===== src/rtl/huffman_decoder.sv =====
// -----------------------------------------------------------------------------
// huffman_decoder
//
// Serial Huffman bitstream decoder. One code bit is accepted per cycle and
// shifted into a prefix accumulator; the prefix is matched against a 16-entry
// code table that is loaded at run time. A match presents the table index as a
// 4-bit symbol on a valid/ready output. A prefix that reaches MAX_LEN bits
// without matching is discarded and reported with a one-cycle ERR pulse.
//
// Parameters
//   MAX_LEN   maximum code length in bits (1..8), width of the accumulator
//   CNT_W     width of the decoded-symbol counter
//
// Ports
//   CLK        rising-edge clock
//   RST        synchronous, active-high reset
//   TBL_WE     table write strobe (also flushes a partial prefix)
//   TBL_ADDR   symbol index being written
//   TBL_LEN    code length; 0 = unused, lengths above MAX_LEN stored as 0
//   TBL_CODE   code bits, right-aligned, first transmitted bit is the MSB
//   BIT_IN     code bit
//   BIT_VALID  BIT_IN is valid
//   BIT_READY  decoder accepts a bit this cycle (combinational)
//   SYM_OUT    decoded symbol
//   SYM_VALID  SYM_OUT holds an unconsumed symbol
//   SYM_READY  downstream consumes SYM_OUT
//   ERR        one-cycle pulse: no match after MAX_LEN bits
//   SYM_COUNT  symbols decoded since reset, saturating
//   ERR_COUNT  errors since reset, saturating
// -----------------------------------------------------------------------------
module huffman_decoder #(
    parameter int MAX_LEN = 8,
    parameter int CNT_W   = 16
) (
    input  logic               CLK,
    input  logic               RST,
    input  logic               TBL_WE,
    input  logic [3:0]         TBL_ADDR,
    input  logic [3:0]         TBL_LEN,
    input  logic [MAX_LEN-1:0] TBL_CODE,
    input  logic               BIT_IN,
    input  logic               BIT_VALID,
    output logic               BIT_READY,
    output logic [3:0]         SYM_OUT,
    output logic               SYM_VALID,
    input  logic               SYM_READY,
    output logic               ERR,
    output logic [CNT_W-1:0]   SYM_COUNT,
    output logic [7:0]         ERR_COUNT
);

    localparam logic [3:0] MAX_L = 4'(MAX_LEN);

    // Code table
    logic [3:0]         len_tbl  [16];
    logic [MAX_LEN-1:0] code_tbl [16];

    // Prefix accumulator: holds the n bits received so far, right-aligned
    logic [MAX_LEN-1:0] acc;
    logic [3:0]         n;

    // Candidate prefix for the bit offered this cycle
    logic               accept;
    logic [MAX_LEN-1:0] cand;
    logic [3:0]         cand_len;
    logic [MAX_LEN-1:0] mask;
    logic               hit;
    logic [3:0]         hit_idx;
    logic               last_bit;

    // A held symbol or a table write blocks the input, so a decode can never
    // collide with an unconsumed symbol or with a table update.
    assign BIT_READY = ~SYM_VALID & ~TBL_WE;
    assign accept    = BIT_VALID & BIT_READY;

    assign cand      = (acc << 1) | MAX_LEN'(BIT_IN);
    assign cand_len  = n + 4'd1;
    // Selects the low cand_len bits; a shift by MAX_LEN leaves all ones.
    assign mask      = ~({MAX_LEN{1'b1}} << cand_len);
    assign last_bit  = (cand_len == MAX_L);

    // Parallel match against all entries. Scanning from the top down lets the
    // lowest matching index overwrite any higher one.
    always_comb begin
        // NOTE: every always_comb output gets a default before any condition,
        // otherwise the unassigned paths infer latches.
        hit     = 1'b0;
        hit_idx = 4'd0;
        for (int i = 15; i >= 0; i--) begin
            if ((len_tbl[i] == cand_len) && (((code_tbl[i] ^ cand) & mask) == '0)) begin
                hit     = 1'b1;
                hit_idx = 4'(i);
            end
        end
    end

    // NOTE: sequential state is updated with non-blocking assignments only,
    // so every register sees pre-edge values regardless of statement order.
    always_ff @(posedge CLK) begin
        if (RST) begin
            // NOTE: the table is cleared on reset on purpose: an empty table
            // is the defined post-reset state, so it is built from flops, not
            // an uninitialised RAM.
            for (int i = 0; i < 16; i++) begin
                len_tbl[i]  <= '0;
                code_tbl[i] <= '0;
            end
            acc       <= '0;
            n         <= '0;
            SYM_OUT   <= '0;
            SYM_VALID <= 1'b0;
            ERR       <= 1'b0;
            SYM_COUNT <= '0;
            ERR_COUNT <= '0;
        end else begin
            ERR <= 1'b0;

            if (SYM_VALID && SYM_READY) begin
                SYM_VALID <= 1'b0;
            end

            if (TBL_WE) begin
                // Out-of-range lengths are stored as unused entries.
                len_tbl[TBL_ADDR]  <= (TBL_LEN > MAX_L) ? 4'd0 : TBL_LEN;
                code_tbl[TBL_ADDR] <= TBL_CODE;
                // A partial prefix may be meaningless under the new table.
                acc <= '0;
                n   <= '0;
            end else if (accept) begin
                if (hit) begin
                    SYM_OUT   <= hit_idx;
                    SYM_VALID <= 1'b1;
                    acc       <= '0;
                    n         <= '0;
                    if (SYM_COUNT != '1) begin
                        SYM_COUNT <= SYM_COUNT + CNT_W'(1);
                    end
                end else if (last_bit) begin
                    ERR <= 1'b1;
                    acc <= '0;
                    n   <= '0;
                    if (ERR_COUNT != 8'hFF) begin
                        ERR_COUNT <= ERR_COUNT + 8'd1;
                    end
                end else begin
                    acc <= cand & mask;
                    n   <= cand_len;
                end
            end
        end
    end

endmodule


===== config.mk =====
export PLATFORM = sky130hd
export DESIGN_NAME = huffman_decoder
export DESIGN_NICKNAME = d
export VERILOG_FILES = /design/src/rtl/huffman_decoder.sv
export SDC_FILE = /design/constraint.sdc
export NUM_CORES = 1
export LEC_CHECK = 0
export CAP_MARGIN = 30
export CELL_PAD_IN_SITES_DETAIL_PLACEMENT = 1
export CELL_PAD_IN_SITES_GLOBAL_PLACEMENT = 1
export CORE_MARGIN = 2
export CORE_UTILIZATION = 35
export DETAILED_ROUTE_END_ITERATION = 10
export GPL_TIMING_DRIVEN = 0
export PLACE_DENSITY_LB_ADDON = 0.1
export SYNTH_ARGS = -nofsm -noshare
export SYNTH_HDL_FRONTEND = slang
export SYNTH_SLANG_ARGS = --single-unit

===== constraint.sdc =====
create_clock -name CLK -period 4 [get_ports CLK]
set_clock_uncertainty 0.05 [all_clocks]
set_input_delay 0.8 -clock CLK [delete_from_list [all_inputs] [get_ports CLK]]
set_output_delay 0.8 -clock CLK [all_outputs]
set_load 0.03 [all_outputs]

# Word level (Yosys, flattened, before mapping)
# Memory sizes are Yosys's and may differ from the RTL's.
# Index checks and enable logic that the tools add are counted.
# classes
n_eq_ne	19
bitwise_logic	41
muxes	53
n_shift	1
n_addsub	3
n_reduce_logical	40
n_lt_le_gt_ge	1
# op_table
operator	count
$and A8 B8 Y8	16
$logic_not A8 Y1	16
$xor A8 B8 Y8	16
$mux W4	22
$eq A4 B4 Y1	16
$mux W1	28
$logic_and A1 B1 Y1	17
$add A16 B1 Y16 const B	1
$ne A16 B16 Y1 const B	1
$mux W7	2
$add A8 B1 Y8 const B	1
$mux W8	1
$ne A8 B8 Y1 const B	1
$not A8 Y8	1
$or A8 B1 Y8	1
$reduce_or A4 Y1	2
$reduce_or A8 Y1	1
$shl A8 B4 Y8 const A	1
$and A7 B7 Y7	1
$reduce_and A5 Y1	1
$add A4 B1 Y4 const B	1
$eq A4 B4 Y1 const B	1
$gt A4 B4 Y1 const B	1
$not A1 Y1	4
other kinds (4)	5
# totals
ff_bits	41
word_cells	167
mem_bits_rw	192
mem_count	2
output_inout_bits	31
inputBits	22
# mem_list
memory	words	width	read_ports	rd_ports_with_merged_regs	write_ports	line	text
code_tbl	16	8	16	0	16	56	logic [MAX_LEN-1:0] code_tbl [16];
len_tbl	16	4	16	0	16	55	logic [3:0] len_tbl [16];

# Logic depth before layout (Yosys ltp)
# Gate-level depths: netlist of the first run.
# logic_depth
depth_word	25
ltp_mapped	17
ltp_nobuf	13

# Worst setup path before layout of the first run
# Ideal clock, no wire load.
# synth_timing
path_type	flip-flop to flip-flop
from	register n[0]
to	register SYM_COUNT[7]
path_stages_with_launch	16
setup_slack_ps	41
setup_time_ps	121
arrival_time_ps	3788
n_path_buf	5
t_required_ps	3829
period_less_slack_ps	3959
cell_sequence	dfxtp_1 buf_6 clkbuf_1 inv_1 ha_1 buf_2 buf_2 nand2_1 a22oi_1 nor4b_1 nor4_2 and4_1 buf_6 nor2_1 nand3_1 mux2_2
# synth_between
elab_chain_cells	23
elab_cells_between_ends	84
classes_between	1 x add/sub; 16 x eq/ne; 1 x shift; 16 x mux; 17 x bitwise; 33 x reduce/logical
# synth_rtl
element	line	text
start: declaration	60	logic [3:0] n;
start signal: assignment	147	n <= cand_len;
$add A4 B1 Y4 (*)	77	assign cand_len = n + 4'd1;
$shl A8 B4 Y8	79	assign mask = ~({MAX_LEN{1'b1}} << cand_len);
$not A8 Y8	79	
$and A8 B8 Y8	90	if ((len_tbl[i] == cand_len) && (((code_tbl[i] ^ cand) & mask) == '0)) begin
$logic_not A8 Y1	90	
$logic_and A1 B1 Y1	90	
$mux W1 (15 in series)	90	
$mux W1 (*)	90	
$reduce_and A4 Y1 (no line) (*)	--	
end signal: assignment	136	SYM_COUNT <= SYM_COUNT + CNT_W'(1);
end: declaration	48	output logic [CNT_W-1:0] SYM_COUNT,
# Mark *: on every way between the ends. The rest lies on a longest branch, timed or not.
# A chain may end at the register's enable or synchronous reset.

# Final worst setup path of the first run
# layout_timing
from	register n[0]
to	register ERR_COUNT[7]
# layout_between
elab_chain_cells	24
elab_cells_between_ends	86
classes_between	1 x add/sub; 17 x eq/ne; 1 x shift; 16 x mux; 18 x bitwise; 33 x reduce/logical
# layout_rtl
element	line	text
$add A4 B1 Y4 (*)	77	
$shl A8 B4 Y8	79	
$not A8 Y8	79	
$and A8 B8 Y8	90	
$logic_not A8 Y1	90	
$logic_and A1 B1 Y1	90	
$mux W1 (16 in series)	90	
$not A1 Y1 (no line)	--	
$reduce_and A5 Y1 (no line) (*)	--	
end signal: assignment	143	ERR_COUNT <= ERR_COUNT + 8'd1;
end: declaration	49	output logic [7:0] ERR_COUNT
# Marks and branches as above.

==> metrics.md, run 1 <==
| Metric | Value |
|---|---|
| Result of the run | `finished clean` |
| Number of violations reported at the end of detailed-routing iteration 0 | `636` |
| Clock tree from TritonCTS | `yes` |
| Clock period minus final worst setup slack | `3880 ps` |
| Required time at the endpoint of the critical path | `4430 ps` |
| Overall routed net length | `44,900 µm` |
| Async set-or-reset flop fraction in the synthesized netlist | `0%` |
| Number of clock sinks seen by CTS | `233` |
| Layout cell share with drive strength beyond 1 | `14.3%` |
| Power density of the placed cells | `389 nW/µm²` |
| Top achievable clock speed | `258 MHz` |
| Data arrival time of the worst path | `4310 ps` |
| Startpoint Class | `register` |
| Delay of the slowest critical-path stage | `500 ps` |
| Kind of critical path | `reg -> reg` |
| Remaining global-route overflow | `0` |
| Peak supply drop | `0.000333 V` |
| Post-Route M1 WL | `19,000 µm` |
| Dominant synthesized flop cell | `sky130_fd_sc_hd__edfxtp_1` |
| Count of placed standard cells in the final layout, fillers left out | `1,691` |
| Initial standard-cell utilization of the core | `35.4%` |
| Die Ht | `190 µm` |
| Total I/O pin count | `53` |
| Placeable Area | `34,400 µm²` |
| Leading post-synthesis cells by instance count | `sky130_fd_sc_hd__edfxtp_1 (192), sky130_fd_sc_hd__xor2_1 (111), sky130_fd_sc_hd__and3_1 (109)` |
| Class of the tightest hold or removal check | `reg -> reg` |
| Biggest area consumer among synthesized cells | `sky130_fd_sc_hd__edfxtp_1` |
| Area enclosed by the die boundary | `36,300 µm²` |
| Cells after Synth | `1,091` |
| P_leak | `5.62 nW` |
| Number of nets in the finished design | `1,243` |
| Maximum buffer depth of the clock tree | `3` |
| Number of H-tree branching levels | `1` |
| Hold_ws | `419 ps` |
| CP Capture Type | `register` |
| Clock insertion delay at the later pin of the skew report | `550 ps` |
| Largest net degree at the start of global routing | `14` |
| Placement Rows | `68` |
| Worst reg2reg setup slack | `120 ps` |
| Average wire per cell in the routed design | `26.6 µm` |
| Flip-flop and latch count after synthesis | `233` |
| End-of-flow core utilization | `43.6%` |
| Clock root cell | `sky130_fd_sc_hd__clkbuf_16` |
| Highest metal layer used by the detailed router | `met4` |
| Die width | `190 µm` |
| Cell count after placement | `1,605` |
| Total global routing track utilization | `24.9%` |
| Antenna violations before repair | `0` |
| Clock slew seen by the registers of the worst setup and hold paths | `60 ps` |
| DR pass1 iterations | `5` |
| Net count of the mapped netlist | `1,119` |
| Routability congestion estimate | `0.863` |
| Final number of setup-violating endpoints | `0` |
| CP cell instances | `ha_4 > inv_1 > ha_4 > buf_8 > nor2b_1 > mux2_4 > nand2b_2 > buf_12 > buf_12 > a211o_4 > nor4_4 > buf_4 > nor4_4 > and4_1 > buf_6 > nand2_8 > or4_4 > a21oi_2` |
| Overall via count from detail_route | `9,343` |
| Mean instance size in the synthesized netlist | `11.2 µm²` |
| Post-Syn Area | `12,200 µm²` |
| Sequential share of the synthesized area | `54.1%` |
| Diodes inserted | `0` |
| Critical-path top delay cell | `sky130_fd_sc_hd__or4_4` |
| Leading cell types by total area after synthesis | `sky130_fd_sc_hd__edfxtp_1 (47%), sky130_fd_sc_hd__xor2_1 (8.0%), sky130_fd_sc_hd__dfxtp_1 (6.7%)` |
| Final worst-path setup slack | `122 ps` |
| Via count normalized by instance count | `5.53` |
| Endpoints failing hold | `0` |
| Global-route wire length before repair | `64,200 µm` |
| Area share of the largest cell type after synthesis | `47.4%` |
| Count of nets left with antenna violations after detail routing | `0` |
| Final routed DRC violation total | `0` |
| Clock buffers created by TritonCTS | `29` |
| Worst slack at placement | `-1880 ps` |
| Number of enable-type register cells in the synthesized netlist | `192` |
| Number of different library cells in the post-synthesis netlist | `68` |
| Maximum fanout along the worst path | `10` |
| Area growth, synth to finish | `23.1%` |
| Final Cycle Share | `97.0%` |
| Max-Slew Margin vs Limit | `28.2%` |
| Vias in the first global route | `9,364` |
| Routed wire length on met2 | `21,900 µm` |
| HPWL after detailed placement | `30,800 µm` |
| Cell with the most instances after synthesis | `sky130_fd_sc_hd__edfxtp_1` |
| Yosys warning count | `0` |
| Hold-fix buffer count after cts | `0` |
| Routed wl met3 | `2670 µm` |
| Max-slew violation count | `0` |
| Transition time at the pin with the least slew margin | `1070 ps` |
| Max-cap violations | `0` |
| Final sum of negative setup slack | `0 ps` |
| PortBufs | `49` |
==> per-layer routing <==
metal | vias to the layer above | global-route usage [%]
li1 | 4193 | -
met1 | 4756 | 32.1
met2 | 311 | 42.7
met3 | 83 | 3.90
met4 | 0 | 7.72
met5 | - | 0
==> stage by stage <==
| stage | power (mW) | instance area, µm² |
|---|---|---|
| CTS | 5.84 | 14700 |
| global placement | 3.35 | 13200 |
| global route | 6.01 | 15000 |
| floorplan | 3.14 | 12200 |
| detailed placement | 3.37 | 13400 |
| finish | 5.83 | 15000 |
==> path summary, 6_finish.rpt <==
kind / cells past startpoint / from / endpoint
hold reg to reg: 2 / SYM_OUT[1] / SYM_OUT[1]
hold / removal: 2 / SYM_OUT[1] / SYM_OUT[1]
setup / recovery: 18 / n[0] / ERR_COUNT[7]
setup reg to reg: 18 / n[0] / ERR_COUNT[7]
==> sequential cells by signal (all words and copies together), names as in the netlist <==
name and cells:
n 4, acc 7, code_tbl 128, ERR_COUNT 8, ERR 1, SYM_VALID 1
SYM_OUT 4, SYM_COUNT 16, len_tbl 64
==> critical path, delay by kind of cell (launching register included) <==
family	cells	cell delay [ps]
buffers and inverters	6	850
multiplexers	1	320
adder cells (fa/ha/maj)	2	380
AO/OA/AOI/OAI	2	270
AND/OR/NAND/NOR	7	1560
flip-flops	1	360
==> report_power, final <==
group / switching, mW / leakage (nW) / total [mW] / internal [mW]
clock: 1.05 / 0.423 / 2.43 / 1.38
sequential: 0.0563 / 2.16 / 2.80 / 2.74
combinational: 0.382 / 3.04 / 0.606 / 0.224
total: 1.48 / 5.62 / 5.83 / 4.35
==> layout make-up <==
cell class              count  area [µm²]
repair buffers             94         930
clock inverters            17         104
fillers                  3729       19400
inverters                   4        15.0
well taps                 455         569
plain buffers              79         473
flip-flops and latches    233        6590
clock buffers              35         748
multi-input cells         774        5550
==> cell families after synthesis <==
logic type,Yosys count,share of synthesized area [%]
multiplexers,17,1.49
flip-flops,233,54.1
XOR/XNOR,185,13.5
adder cells (fa/ha/maj),6,0.617
AO/OA/AOI/OAI,127,7.41
AND/OR/NAND/NOR,439,19.7
buffers and inverters,84,3.19
==> placed cells by master, fill, tap and decap left out, types with 6 or more instances in the layout <==
cell type | netlist | routed
sky130_fd_sc_hd__buf_12 | 0 | 7
sky130_fd_sc_hd__o2111ai_1 | 10 | 6
sky130_fd_sc_hd__a31oi_1 | 6 | 6
sky130_fd_sc_hd__buf_2 | 22 | 16
sky130_fd_sc_hd__nor3_1 | 14 | 9
sky130_fd_sc_hd__dfxtp_1 | 41 | 39
sky130_fd_sc_hd__a21oi_1 | 32 | 31
sky130_fd_sc_hd__clkbuf_16 | 0 | 30
sky130_fd_sc_hd__a32o_1 | 6 | 6
sky130_fd_sc_hd__and3_1 | 109 | 108
sky130_fd_sc_hd__clkdlybuf4s50_1 | 0 | 49
sky130_fd_sc_hd__nand2_1 | 63 | 62
sky130_fd_sc_hd__clkinv_1 | 0 | 8
sky130_fd_sc_hd__buf_8 | 0 | 6
sky130_fd_sc_hd__a222oi_1 | 8 | 8
sky130_fd_sc_hd__nand3_1 | 27 | 26
sky130_fd_sc_hd__clkinv_2 | 0 | 7
sky130_fd_sc_hd__nor2_1 | 107 | 105
sky130_fd_sc_hd__edfxtp_1 | 192 | 192
sky130_fd_sc_hd__mux2i_1 | 13 | 11
sky130_fd_sc_hd__nor3b_1 | 8 | 8
sky130_fd_sc_hd__xor2_1 | 111 | 111
sky130_fd_sc_hd__or3_1 | 10 | 10
sky130_fd_sc_hd__clkbuf_1 | 51 | 53
sky130_fd_sc_hd__xnor2_1 | 73 | 73
sky130_fd_sc_hd__nand2b_1 | 10 | 9
sky130_fd_sc_hd__buf_4 | 0 | 33
sky130_fd_sc_hd__and2_1 | 42 | 42
sky130_fd_sc_hd__nor2b_1 | 9 | 9
sky130_fd_sc_hd__o21ai_0 | 15 | 14
sky130_fd_sc_hd__buf_6 | 6 | 9
==> what timing repair did <==
action | in CTS | in global routing
setup buffers | 18 | 16
pin swaps | 13 | 13
cloned | 0 | 1
resized for setup | 68 | 27
endpoints found under the setup margin | 41 | 32
No activity file was read; power rests on OpenSTA's default activity.
==> run 2: changes to the inputs <==
- GPL_ROUTABILITY_DRIVEN: not set -> 1
==> results of run 2 <==
Final layout, timing and power as in run 1 (identical DEF).
==> run 3: changes to the inputs <==
--- a/config.mk
+++ b/config.mk
@@ -15,4 +15,5 @@
 export GPL_TIMING_DRIVEN = 0
 export PLACE_DENSITY_LB_ADDON = 0.1
+export RECOVER_POWER = 50
 export SYNTH_ARGS = -nofsm -noshare
 export SYNTH_HDL_FRONTEND = slang
==> constraint.sdc (replaced) <==
create_clock -name CLK -period 4 [get_ports CLK]
set_clock_uncertainty 0.05 [all_clocks]
set_input_delay 1.2 -clock CLK [delete_from_list [all_inputs] [get_ports CLK]]
set_output_delay 1.2 -clock CLK [all_outputs]
set_load 0.03 [all_outputs]
==> metrics.md, run 3 (synthesized netlist as in run 1, its figures left out) <==
| Metric | Value |
|---|---|
| Count of nets left with antenna violations after detail routing | `0 (unchanged)` |
| Number of violations reported at the end of detailed-routing iteration 0 | `694 (was 636)` |
| Required time at the endpoint of the critical path | `4440 ps (was 4430 ps)` |
| Placeable Area | `34,400 µm² (unchanged)` |
| Layout cell share with drive strength beyond 1 | `14.2% (was 14.3%)` |
| P_leak | `5.71 nW (was 5.62 nW)` |
| Clock share of power | `41.6% (about the same)` |
| Register bank with the most flops | `code_tbl (unchanged)` |
| Remaining global-route overflow | `0 (unchanged)` |
| DR pass1 iterations | `7 (was 5)` |
| Count of buffering cells on the critical path with inverters included | `5 (was 6)` |
| Most common library cell in the layout ignoring fill and taps | `sky130_fd_sc_hd__edfxtp_1 (unchanged)` |
| Hold-fix buffer count after cts | `0 (unchanged)` |
| Largest net degree at the start of global routing | `14 (unchanged)` |
| Internal Pwr Total | `4.34 mW (was 4.35 mW)` |
| Endpoints failing hold | `0 (unchanged)` |
| Number of flip-flops in the largest register | `128 (unchanged)` |
| Transition time at the pin with the least slew margin | `1060 ps (was 1070 ps)` |
| Clock period minus final worst setup slack | `3880 ps (about the same)` |
| Net switching power figure | `1.48 mW (about the same)` |
| Average wire per cell in the routed design | `26.6 µm (about the same)` |
| Sequential cell area | `6590 µm² (unchanged)` |
| Final Cycle Share | `96.9% (was 97.0%)` |
| Number of H-tree branching levels | `1 (unchanged)` |
| Sequential share of power | `48.0% (about the same)` |
| Clock insertion delay at the later pin of the skew report | `560 ps (was 550 ps)` |
| Number of nets in the finished design | `1,243 (unchanged)` |
| Initial standard-cell utilization of the core | `35.4% (unchanged)` |
| Count of filler cells inserted in the layout | `3,727 (was 3,729)` |
| Total global routing track utilization | `24.9% (unchanged)` |
| Class of the tightest hold or removal check | `reg -> reg (unchanged)` |
| Startpoint Class | `register (unchanged)` |
| Vias in the first global route | `9,364 (unchanged)` |
| Switching portion of total power | `25.5% (was 25.4%)` |
| Total I/O pin count | `53 (unchanged)` |
| Critical R2R Capture | `ERR_COUNT[7] (unchanged)` |
| Clock buffers created by TritonCTS | `29 (unchanged)` |
| Kind of critical path | `reg -> reg (unchanged)` |
| Final worst-path setup slack | `122 ps (about the same)` |
| Final routed DRC violation total | `0 (unchanged)` |
| Power share of the combinational group | `10.4% (about the same)` |
| Maximum buffer depth of the clock tree | `3 (unchanged)` |
| Placement Rows | `68 (unchanged)` |
| Data arrival time of the worst path | `4320 ps (was 4310 ps)` |
| Number of clock sinks seen by CTS | `233 (unchanged)` |
| Placed cell area | `13,400 µm² (unchanged)` |
| Cell depth of the worst min-delay path | `2 (unchanged)` |
| Overall power consumption | `5.83 mW (about the same)` |
| Peak supply drop | `0.000331 V (was 0.000333 V)` |
| Top achievable clock speed | `258 MHz (about the same)` |
| Power density of the placed cells | `389 nW/µm² (about the same)` |
| Antenna violations before repair | `0 (unchanged)` |
| Max-cap violations | `0 (unchanged)` |
| Multi-input gate area in the final layout | `5550 µm² (unchanged)` |
| Clock tree from TritonCTS | `yes (unchanged)` |
| Worst reg2reg setup slack | `120 ps (about the same)` |
| Area enclosed by the die boundary | `36,300 µm² (unchanged)` |
| Clock root cell | `sky130_fd_sc_hd__clkbuf_16 (unchanged)` |
| CP Capture Type | `register (unchanged)` |
| Max-Slew Margin vs Limit | `28.4% (was 28.2%)` |
| Worst slack at placement | `-1880 ps (unchanged)` |
| Max-slew violation count | `0 (unchanged)` |
| Commonest cells after routing, fill and taps aside | `sky130_fd_sc_hd__edfxtp_1 (192), sky130_fd_sc_hd__xor2_1 (111), sky130_fd_sc_hd__and3_1 (108) (unchanged)` |
| Count of placed standard cells in the final layout, fillers left out | `1,691 (unchanged)` |
| Registers with the highest flip-flop counts | `code_tbl: 128 flops, len_tbl: 64 flops, SYM_COUNT: 16 flops (unchanged)` |
| HPWL after detailed placement | `30,800 µm (unchanged)` |
| PortBufs | `49 (unchanged)` |
| CP cell instances | `ha_4 > inv_1 > ha_4 > buf_8 > nor2b_1 > mux2_4 > clkbuf_4 > nor2_1 > nor4_4 > buf_4 > nor4_4 > and4_1 > buf_6 > nand2_8 > or4_4 > a21oi_2 (was ha_4 > inv_1 > ha_4 > buf_8 > nor2b_1 > mux2_4 > nand2b_2 > buf_12 > buf_12 > a211o_4 > nor4_4 > buf_4 > nor4_4 > and4_1 > buf_6 > nand2_8 > or4_4 > a21oi_2)` |
| Critical-path top delay cell | `sky130_fd_sc_hd__or4_4 (unchanged)` |
| Overall routed net length | `45,000 µm (was 44,900 µm)` |
| Worst-case hold path end point | `SYM_OUT[1] (unchanged)` |
| Final sum of negative setup slack | `0 ps (unchanged)` |
| Die Ht | `190 µm (unchanged)` |
| Design area | `15,000 µm² (about the same)` |
| Worst hold start | `SYM_OUT[1] (unchanged)` |
| Final number of setup-violating endpoints | `0 (unchanged)` |
| Depth of the worst register-to-register path | `16 (was 18)` |
| Overall via count from detail_route | `9,309 (was 9,343)` |
| Via count normalized by instance count | `5.51 (was 5.53)` |
| Die width | `190 µm (unchanged)` |
| Routability congestion estimate | `0.863 (unchanged)` |
| Maximum fanout along the worst path | `10 (unchanged)` |
| Top cell family by delay on the critical path | `simple AND/OR/NAND/NOR gates (unchanged)` |
| Clock slew seen by the registers of the worst setup and hold paths | `60 ps (about the same)` |
| Startpoint of the most critical register-to-register path | `n[0] (unchanged)` |
| Result of the run | `finished clean (unchanged)` |
| Delay of the slowest critical-path stage | `500 ps (about the same)` |
| Area growth, synth to finish | `23.1% (about the same)` |
| Cell count after placement | `1,605 (unchanged)` |
| Global-route wire length before repair | `64,200 µm (unchanged)` |
| Diodes inserted | `0 (unchanged)` |
==> run 3: final cells by class <==
class / count / share of cell area (%)
clock inverters: 17 / 0.693
clock buffers: 35 / 4.99
plain buffers: 79 / 3.16
multi-input cells: 774 / 37.0
repair buffers: 94 / 6.21
inverters: 4 / 0.100
flip-flops and latches: 233 / 44.0
well taps: 455 / 3.80
==> run 3: power by group through the flow <==
| stage | Sequential [mW] | Combinational (mW) | Clock [mW] |
|---|---|---|---|
| after detailed placement | 2.85 | 0.517 | 0 |
| after global routing | 2.81 | 0.645 | 2.56 |
| after global placement | 2.85 | 0.500 | 0 |
| after floorplan | 2.84 | 0.296 | 0 |
| after CTS | 2.80 | 0.581 | 2.46 |
| final | 2.80 | 0.606 | 2.42 |
==> run 3: per-stage QoR <==
| step | hold slack, ps | utilization [%] |
|---|---|---|
| 2_1_floorplan | 414 | - |
| 6_report | 415 | 43.6 |
| 3_3_place_gp | 410 | 38.5 |
| 3_5_place_dp | 416 | 38.9 |
| 5_1_grt | 431 | 43.6 |
| 4_1_cts | 424 | 42.8 |
==> run 3: how the worst max path moves through the flow <==
stage                      start      endpoint  slack, ps  depth (start not counted)
after detailed placement    n[0]  SYM_COUNT[5]      -1880                         16
after CTS                 TBL_WE     BIT_READY          5                          3
after global routing        n[0]  SYM_COUNT[5]        -30                         19
after floorplan             n[0]  SYM_COUNT[7]         40                         15
after global placement      n[0]  SYM_COUNT[5]      -2520                         15
final                       n[0]  ERR_COUNT[7]        120                         16
==> run 3: repair_timing <==
item | 4_1_cts | 5_1_grt
gates resized for setup | 68 | 28
gates cloned | 0 | 1
buffers inserted | 18 | 16
pin swaps | 13 | 13
setup endpoints to repair | 41 | 33
==> run 3: layer usage <==
| layer | track usage (%) | routed length, µm |
|---|---|---|
| met1 | 32.1 | 19100 |
| met3 | 3.90 | 2590 |
| met4 | 7.72 | 1380 |
| met5 | 0 | 0 |
| met2 | 42.7 | 21900 |
==> run 3: tightest hold or removal path, delay by kind of cell, from the launching register on <==
| family | cells | cell delay [ps] |
|---|---|---|
| compound gates | 1 | 60 |
| flops | 1 | 300 |
| simple gates | 1 | 60 |
